**config.mk**
```make
export PLATFORM = sky130hd
export DESIGN_NAME = cic_comp_fir_dec2
export DESIGN_NICKNAME = d
export VERILOG_FILES = /design/src/rtl/cic_comp_pkg.sv /design/src/rtl/cic_comp_fir_dec2_coef_rom.sv /design/src/rtl/cic_comp_fir_dec2.sv
export SDC_FILE = /design/constraint.sdc
export NUM_CORES = 2
export LEC_CHECK = 0
export ABC_AREA = 0
export CAP_MARGIN = 20
export CORE_ASPECT_RATIO = 1.25
export CORE_MARGIN = 1.5
export CORE_UTILIZATION = 45
export CTS_BUF_LIST = sky130_fd_sc_hd__clkbuf_16
export CTS_CLUSTER_DIAMETER = 200
export DETAILED_ROUTE_END_ITERATION = 8
export HOLD_SLACK_MARGIN = 0.12
export SYNTH_ARGS = -nofsm -noshare
export SYNTH_HDL_FRONTEND = slang
export SYNTH_SLANG_ARGS = --single-unit
```
**constraint.sdc**
```tcl
create_clock -name clk -period 55.4 [get_ports clk]
set_input_delay 11.08 -clock clk [delete_from_list [all_inputs] [get_ports clk]]
set_output_delay 11.08 -clock clk [all_outputs]
set_load 0.02 [all_outputs]
```
**src/rtl/cic_comp_pkg.sv**
```systemverilog
// rtl/cic_comp_pkg.sv - shared constants, FSM state type and coefficient table for the CIC compensation FIR
package cic_comp_pkg;

    localparam int COEF_WIDTH_P = 16;
    localparam int NTAPS_P      = 21;

    typedef enum logic [1:0] {
        IDLE = 2'd0,
        MAC  = 2'd1,
        OUT  = 2'd2
    } state_e;

    // Symmetric Q1.15 droop-compensation taps; only h[0..10] are stored, h[k] = h[20-k].
    // Taps outside 0..20 read as zero.
    function automatic logic signed [COEF_WIDTH_P-1:0] coef(input logic [4:0] k);
        logic [4:0] m;
        m = (k > 5'd10) ? (5'd20 - k) : k;
        case (m)
            5'd0:    coef = -16'sd20;
            5'd1:    coef = 16'sd35;
            5'd2:    coef = 16'sd60;
            5'd3:    coef = -16'sd110;
            5'd4:    coef = -16'sd150;
            5'd5:    coef = 16'sd260;
            5'd6:    coef = 16'sd330;
            5'd7:    coef = -16'sd600;
            5'd8:    coef = -16'sd700;
            5'd9:    coef = 16'sd1900;
            5'd10:   coef = 16'sd31000;
            default: coef = '0;
        endcase
    endfunction

endpackage

```
**src/rtl/cic_comp_fir_dec2_coef_rom.sv**
```systemverilog
// rtl/cic_comp_fir_dec2_coef_rom.sv - combinational tap-index to coefficient lookup
module cic_comp_coef_rom
    import cic_comp_pkg::*;
(
    input  logic [4:0]                     k_i,
    output logic signed [COEF_WIDTH_P-1:0] h_o
);

    assign h_o = coef(k_i);

endmodule

```
**src/rtl/cic_comp_fir_dec2.sv**
```systemverilog
// rtl/cic_comp_fir_dec2.sv - decimate-by-2 CIC droop-compensation FIR with a single time-multiplexed MAC
module cic_comp_fir_dec2
    import cic_comp_pkg::*;
#(
    parameter int INPUT_WIDTH  = 38,
    parameter int OUTPUT_WIDTH = 24,
    parameter int COEF_WIDTH   = COEF_WIDTH_P,
    parameter int NTAPS        = NTAPS_P,
    parameter int SHIFT        = 29
) (
    input  logic                           clk,
    input  logic                           rst,
    input  logic                           nd,
    input  logic signed [INPUT_WIDTH-1:0]  din,
    output logic signed [OUTPUT_WIDTH-1:0] dout,
    output logic                           rdy,
    output logic                           busy,
    output logic                           overrun
);

    localparam int ACC_W  = INPUT_WIDTH + COEF_WIDTH + 5;
    localparam int PROD_W = INPUT_WIDTH + COEF_WIDTH;
    // One guard bit above the wider of accumulator and output so rounding and limits never wrap.
    localparam int EXT_W  = ((ACC_W > OUTPUT_WIDTH) ? ACC_W : OUTPUT_WIDTH) + 1;
    localparam int RND_SH = (SHIFT > 0) ? (SHIFT - 1) : 0;

    localparam logic signed [EXT_W-1:0] ONE     = 1;
    localparam logic signed [EXT_W-1:0] RND     = (SHIFT > 0) ? (ONE <<< RND_SH) : '0;
    localparam logic signed [EXT_W-1:0] SAT_MAX = (ONE <<< (OUTPUT_WIDTH - 1)) - ONE;
    localparam logic signed [EXT_W-1:0] SAT_MIN = -(ONE <<< (OUTPUT_WIDTH - 1));
    localparam logic [4:0]              LAST_K  = 5'(NTAPS - 1);

    logic signed [INPUT_WIDTH-1:0]  mem_q [32];
    logic [4:0]                     wptr_q, wptr_d;
    logic                           phase_q, phase_d;
    state_e                         state_q, state_d;
    logic [4:0]                     k_q, k_d;
    logic [4:0]                     base_q, base_d;
    logic signed [ACC_W-1:0]        acc_q, acc_d;
    logic signed [OUTPUT_WIDTH-1:0] dout_q, dout_d;
    logic                           rdy_q, rdy_d;
    logic                           ovr_q, ovr_d;

    logic signed [COEF_WIDTH_P-1:0] h_rom;
    logic signed [COEF_WIDTH-1:0]   h;
    logic [4:0]                     rd_idx;
    logic signed [INPUT_WIDTH-1:0]  rd_data;
    logic signed [PROD_W-1:0]       prod;
    logic signed [ACC_W-1:0]        acc_base;
    logic signed [EXT_W-1:0]        acc_ext;
    logic signed [EXT_W-1:0]        r;
    logic                           trig;

    cic_comp_coef_rom u_rom (
        .k_i (k_q),
        .h_o (h_rom)
    );

    assign h        = COEF_WIDTH'(h_rom);
    // Newest sample sits at base; older ones walk backwards, wrapping through the 32-entry ring.
    assign rd_idx   = base_q - k_q;
    assign rd_data  = mem_q[rd_idx];
    assign prod     = rd_data * h;
    assign acc_base = (k_q == 5'd0) ? '0 : acc_q;
    assign acc_ext  = EXT_W'(acc_q);
    assign r        = (acc_ext + RND) >>> SHIFT;
    assign trig     = nd & phase_q;

    // Sample ring: every strobe is written regardless of what the MAC is doing.
    always_ff @(posedge clk or posedge rst) begin
        if (rst) begin
            for (int i = 0; i < 32; i++) begin
                mem_q[i] <= '0;
            end
        end else if (nd) begin
            mem_q[wptr_q] <= din;
        end
    end

    // Next-state logic: pointer/phase tracking, MAC sequencing, output rounding and saturation.
    always_comb begin
        wptr_d  = wptr_q;
        phase_d = phase_q;
        state_d = state_q;
        k_d     = k_q;
        base_d  = base_q;
        acc_d   = acc_q;
        dout_d  = dout_q;
        rdy_d   = 1'b0;
        ovr_d   = ovr_q;

        if (nd) begin
            wptr_d  = wptr_q + 5'd1;
            phase_d = ~phase_q;
        end

        case (state_q)
            IDLE: begin
                if (trig) begin
                    state_d = MAC;
                    base_d  = wptr_q;
                    k_d     = 5'd0;
                end
            end
            MAC: begin
                if (trig) begin
                    ovr_d = 1'b1;
                end
                acc_d = acc_base + ACC_W'(prod);
                if (k_q == LAST_K) begin
                    state_d = OUT;
                end else begin
                    k_d = k_q + 5'd1;
                end
            end
            OUT: begin
                if (trig) begin
                    ovr_d = 1'b1;
                end
                if (r > SAT_MAX) begin
                    dout_d = OUTPUT_WIDTH'(SAT_MAX);
                end else if (r < SAT_MIN) begin
                    dout_d = OUTPUT_WIDTH'(SAT_MIN);
                end else begin
                    dout_d = r[OUTPUT_WIDTH-1:0];
                end
                rdy_d   = 1'b1;
                state_d = IDLE;
            end
            default: begin
                state_d = IDLE;
            end
        endcase
    end

    // Control and datapath registers.
    always_ff @(posedge clk or posedge rst) begin
        if (rst) begin
            wptr_q  <= '0;
            phase_q <= 1'b0;
            state_q <= IDLE;
            k_q     <= '0;
            base_q  <= '0;
            acc_q   <= '0;
            dout_q  <= '0;
            rdy_q   <= 1'b0;
            ovr_q   <= 1'b0;
        end else begin
            wptr_q  <= wptr_d;
            phase_q <= phase_d;
            state_q <= state_d;
            k_q     <= k_d;
            base_q  <= base_d;
            acc_q   <= acc_d;
            dout_q  <= dout_d;
            rdy_q   <= rdy_d;
            ovr_q   <= ovr_d;
        end
    end

    assign dout    = dout_q;
    assign rdy     = rdy_q;
    assign busy    = (state_q != IDLE);
    assign overrun = ovr_q;

endmodule

```
==> flow_summary.ini <==
[outcome]
status = complete, no violations

[run]
cap_viol_max_count = 0

[drt]
first_pass_iters = 6
drtIter0Drc = 2670
drt-vias-per-instance = 5.57
drc = 0
route.vias.total = 51200
wl_mm = 215
ant_nets = 0
wl_per_cell_um = 23.5

[sta]
max_freq_mhz = 70.2
worst_pin_slew_ns = 1.20
setup-violations-final = 0
skew_ns = 0.0338
hold_viol_final = 0
relSlewSlack_pct = 19.8
whs_ns = 0.475
rsz0062_at_grt = false
fin_crit_ns = 14.25
slew_violations = 0
fin_tns_setup_ns = 0
post-route-period-util_pct = 25.7

[clock_tree]
clock_sinks = 1319
postCtsSetupRepairBufs = 0
cts_resized = 0
clk_latency_ns = 0.80
clock_path_buffers = 3
cts_made_buffers = 140
htreeDepth = 4
hold_buffers = 0
cts-root-buf = clkbuf_16
clkSlewWorstSetupHoldPaths_ns = 0.06
cts_tree = built

[synth]
synth_fa_ha_area_share_pct = 18.0
synth_seq_cells = 1319
ys_types = 71
synthMuxAreaShare_pct = 25.4
postSynthAreaPerCell_sq_um = 12.3
syn_nets = 7659
seq_area_frac_synth_pct = 39.5
synth_edf_count = 0
synth_top_family_by_area = multiplexers
synth_area_leader_cell = dfrtp_1
yosysMostFrequentCell = dfrtp_1
yosys.area.top_type_share_pct = 39.5
yosysWarnings = 0
synth_cells = 6799
synth_flop_cell = dfrtp_1
yosys.area_share.xor_xnor_pct = 1.03
synth_area_sq_mm = 0.0836
yosys.area_share.simple_pct = 7.48
netlist_top_cells_area = dfrtp_1, mux2_2, fa_1
async_flop_share_pct = 100
synth_compound_area_share_pct = 2.45
synth_common_cells = dfrtp_1, mux2_2, inv_1

[floorplan]
die_w_um = 388
die_h_um = 485
io_pins = 68
fp.dieArea_sq_mm = 0.188
core.rowCount = 176
start_util_pct = 45.3
core_area_sq_mm = 0.184

[global_routing]
grt_pass1_wl_mm = 340
gr-total-overflow = 0
grt_max_degree = 200
grt_usage_pct = 23.5
antenna_found_initial = 13
grt_pass1_vias = 56200

[critical_path]
regToRegStartpoint = k_q[0]$_DFFE_PP0P_
rrSetupSlack_ns = 43.75
start_kind = input pin
endpoint_kind = async pin
worstPathArrival_ns = 14.96
r2r_end = acc_q[58]$_DFFE_PP0P_
worst-path-max-fanout = 199
worst-r2r-cell-count = 30
critPathKind = input pin to async pin
crit_required_ns = 56.11

[cells_and_area]
postLayoutCellArea_sq_mm = 0.0919
drive_gt1_share_pct = 29.6
area_delta_synth_final_pct = 9.96
final_cell_count_no_fill = 9180
final_nets = 7520
fill_cells = 16200

[place]
dp_hpwl_mm = 138
place_inst = 8888
io_buffers = 67
dpl_cell_area_sq_mm = 0.0867
finalWeightedCongestion = 0.872

[min_path]
hold-path-endpoint = acc_q[4]$_DFFE_PP0P_
hold_class = flip-flop to flip-flop
min_path_cells = 2
hp-start = acc_q[4]$_DFFE_PP0P_
final cells by class:
cell class	count	area, sq um	area share, %
antenna	3	7.51	0.00817
clock buffer	141	3530	3.84
clock inverter	115	978	1.06
inverter	822	3090	3.37
multi-input combinational	4161	46000	50.0
sequential	1319	33000	35.9
tap	2403	3010	3.27
timing repair buffer	216	2310	2.52
state kept, by name, indices dropped and copies added (netlist names):
name / count
dout: 24
state_q: 2
acc_q: 59
rdy: 1
phase_q: 1
base_q: 5
wptr_q: 5
overrun: 1
mem_q: 1216
k_q: 5
worst max-delay path by stage:
stage	from	to	slack (ns)
3_3_place_gp	rst	mem_q[1161]$_DFFE_PP0P_	40.30
6_report	rst	mem_q[786]$_DFFE_PP0P_	41.15
3_5_place_dp	rst	mem_q[1150]$_DFFE_PP0P_	40.16
2_1_floorplan	rst	acc_q[0]$_DFFE_PP0P_	7.14
5_1_grt	rst	mem_q[333]$_DFFE_PP0P_	40.75
4_1_cts	rst	mem_q[923]$_DFFE_PP0P_	41.03
logic make-up (layout without fill, tap and decap cells):
logic type / after synthesis / after routing
muxes: 1579 / 1579
and+or+nand+nor: 1345 / 1345
DFF: 1319 / 1319
buffers and inverters: 1319 / 1294
adders and majority gates: 819 / 819
AOI/OAI and AO/OA: 323 / 323
xor gates and xnor gates: 95 / 95
other: 0 / 3
cell usage in the layout, fill, tap and decap left out, types with 9 or more instances in the layout:
master / synthesis / layout
dfrtp_1: 1319 / 1319
mux2_2: 1270 / 1270
inv_1: 820 / 850
fa_1: 643 / 642
nand2_1: 549 / 549
mux4_2: 306 / 306
nor2_1: 221 / 203
nand3_1: 198 / 181
ha_1: 176 / 174
clkbuf_16: 0 / 144
nor2b_1: 130 / 130
buf_4: 10 / 108
nand2b_1: 106 / 106
o21ai_0: 74 / 71
xnor2_1: 71 / 68
a21oi_1: 70 / 67
clkdlybuf4s50_1: 0 / 66
and3_1: 36 / 36
a31oi_1: 36 / 32
clkinv_1: 0 / 28
o21ai_1: 25 / 24
and2_1: 24 / 24
xor2_1: 22 / 21
a21o_1: 21 / 21
clkinv_2: 0 / 21
nor3_1: 22 / 20
nand4_1: 20 / 20
a311oi_1: 19 / 19
nor2_4: 0 / 16
nand3_4: 0 / 16
o21bai_1: 16 / 16
buf_16: 0 / 16
buf_8: 0 / 12
o21a_1: 11 / 11
o211ai_1: 10 / 10
bufinv_16: 0 / 10
or2_2: 9 / 9
critical path: stages:
cell             delay [ns]
clkdlybuf4s50_1        0.50
inv_8                  0.52
buf_4                  0.84
buf_4                  0.77
buf_12                 0.68
through the flow:
step	util (%)	setup WS, ns
5_1_grt	49.9	40.75
3_5_place_dp	47.0	40.16
3_3_place_gp	47.0	40.30
6_report	49.9	41.15
2_1_floorplan	-	7.14
4_1_cts	49.5	41.03
metal layers:
layer / share of wire, % / GRT usage [%] / vias to the layer above
met2: 50 / 40.6 / 978
met4: 3.3 / 7.29 / 14
met3: 4.3 / 3.55 / 370
li1: - / - / 22400
met1: 42 / 30.3 / 27400
met5: 0.039 / 0 / -
Power is left out: the tool's default activity adds up to more than one toggle a clock period on the data nets, which glitch-free logic cannot reach.
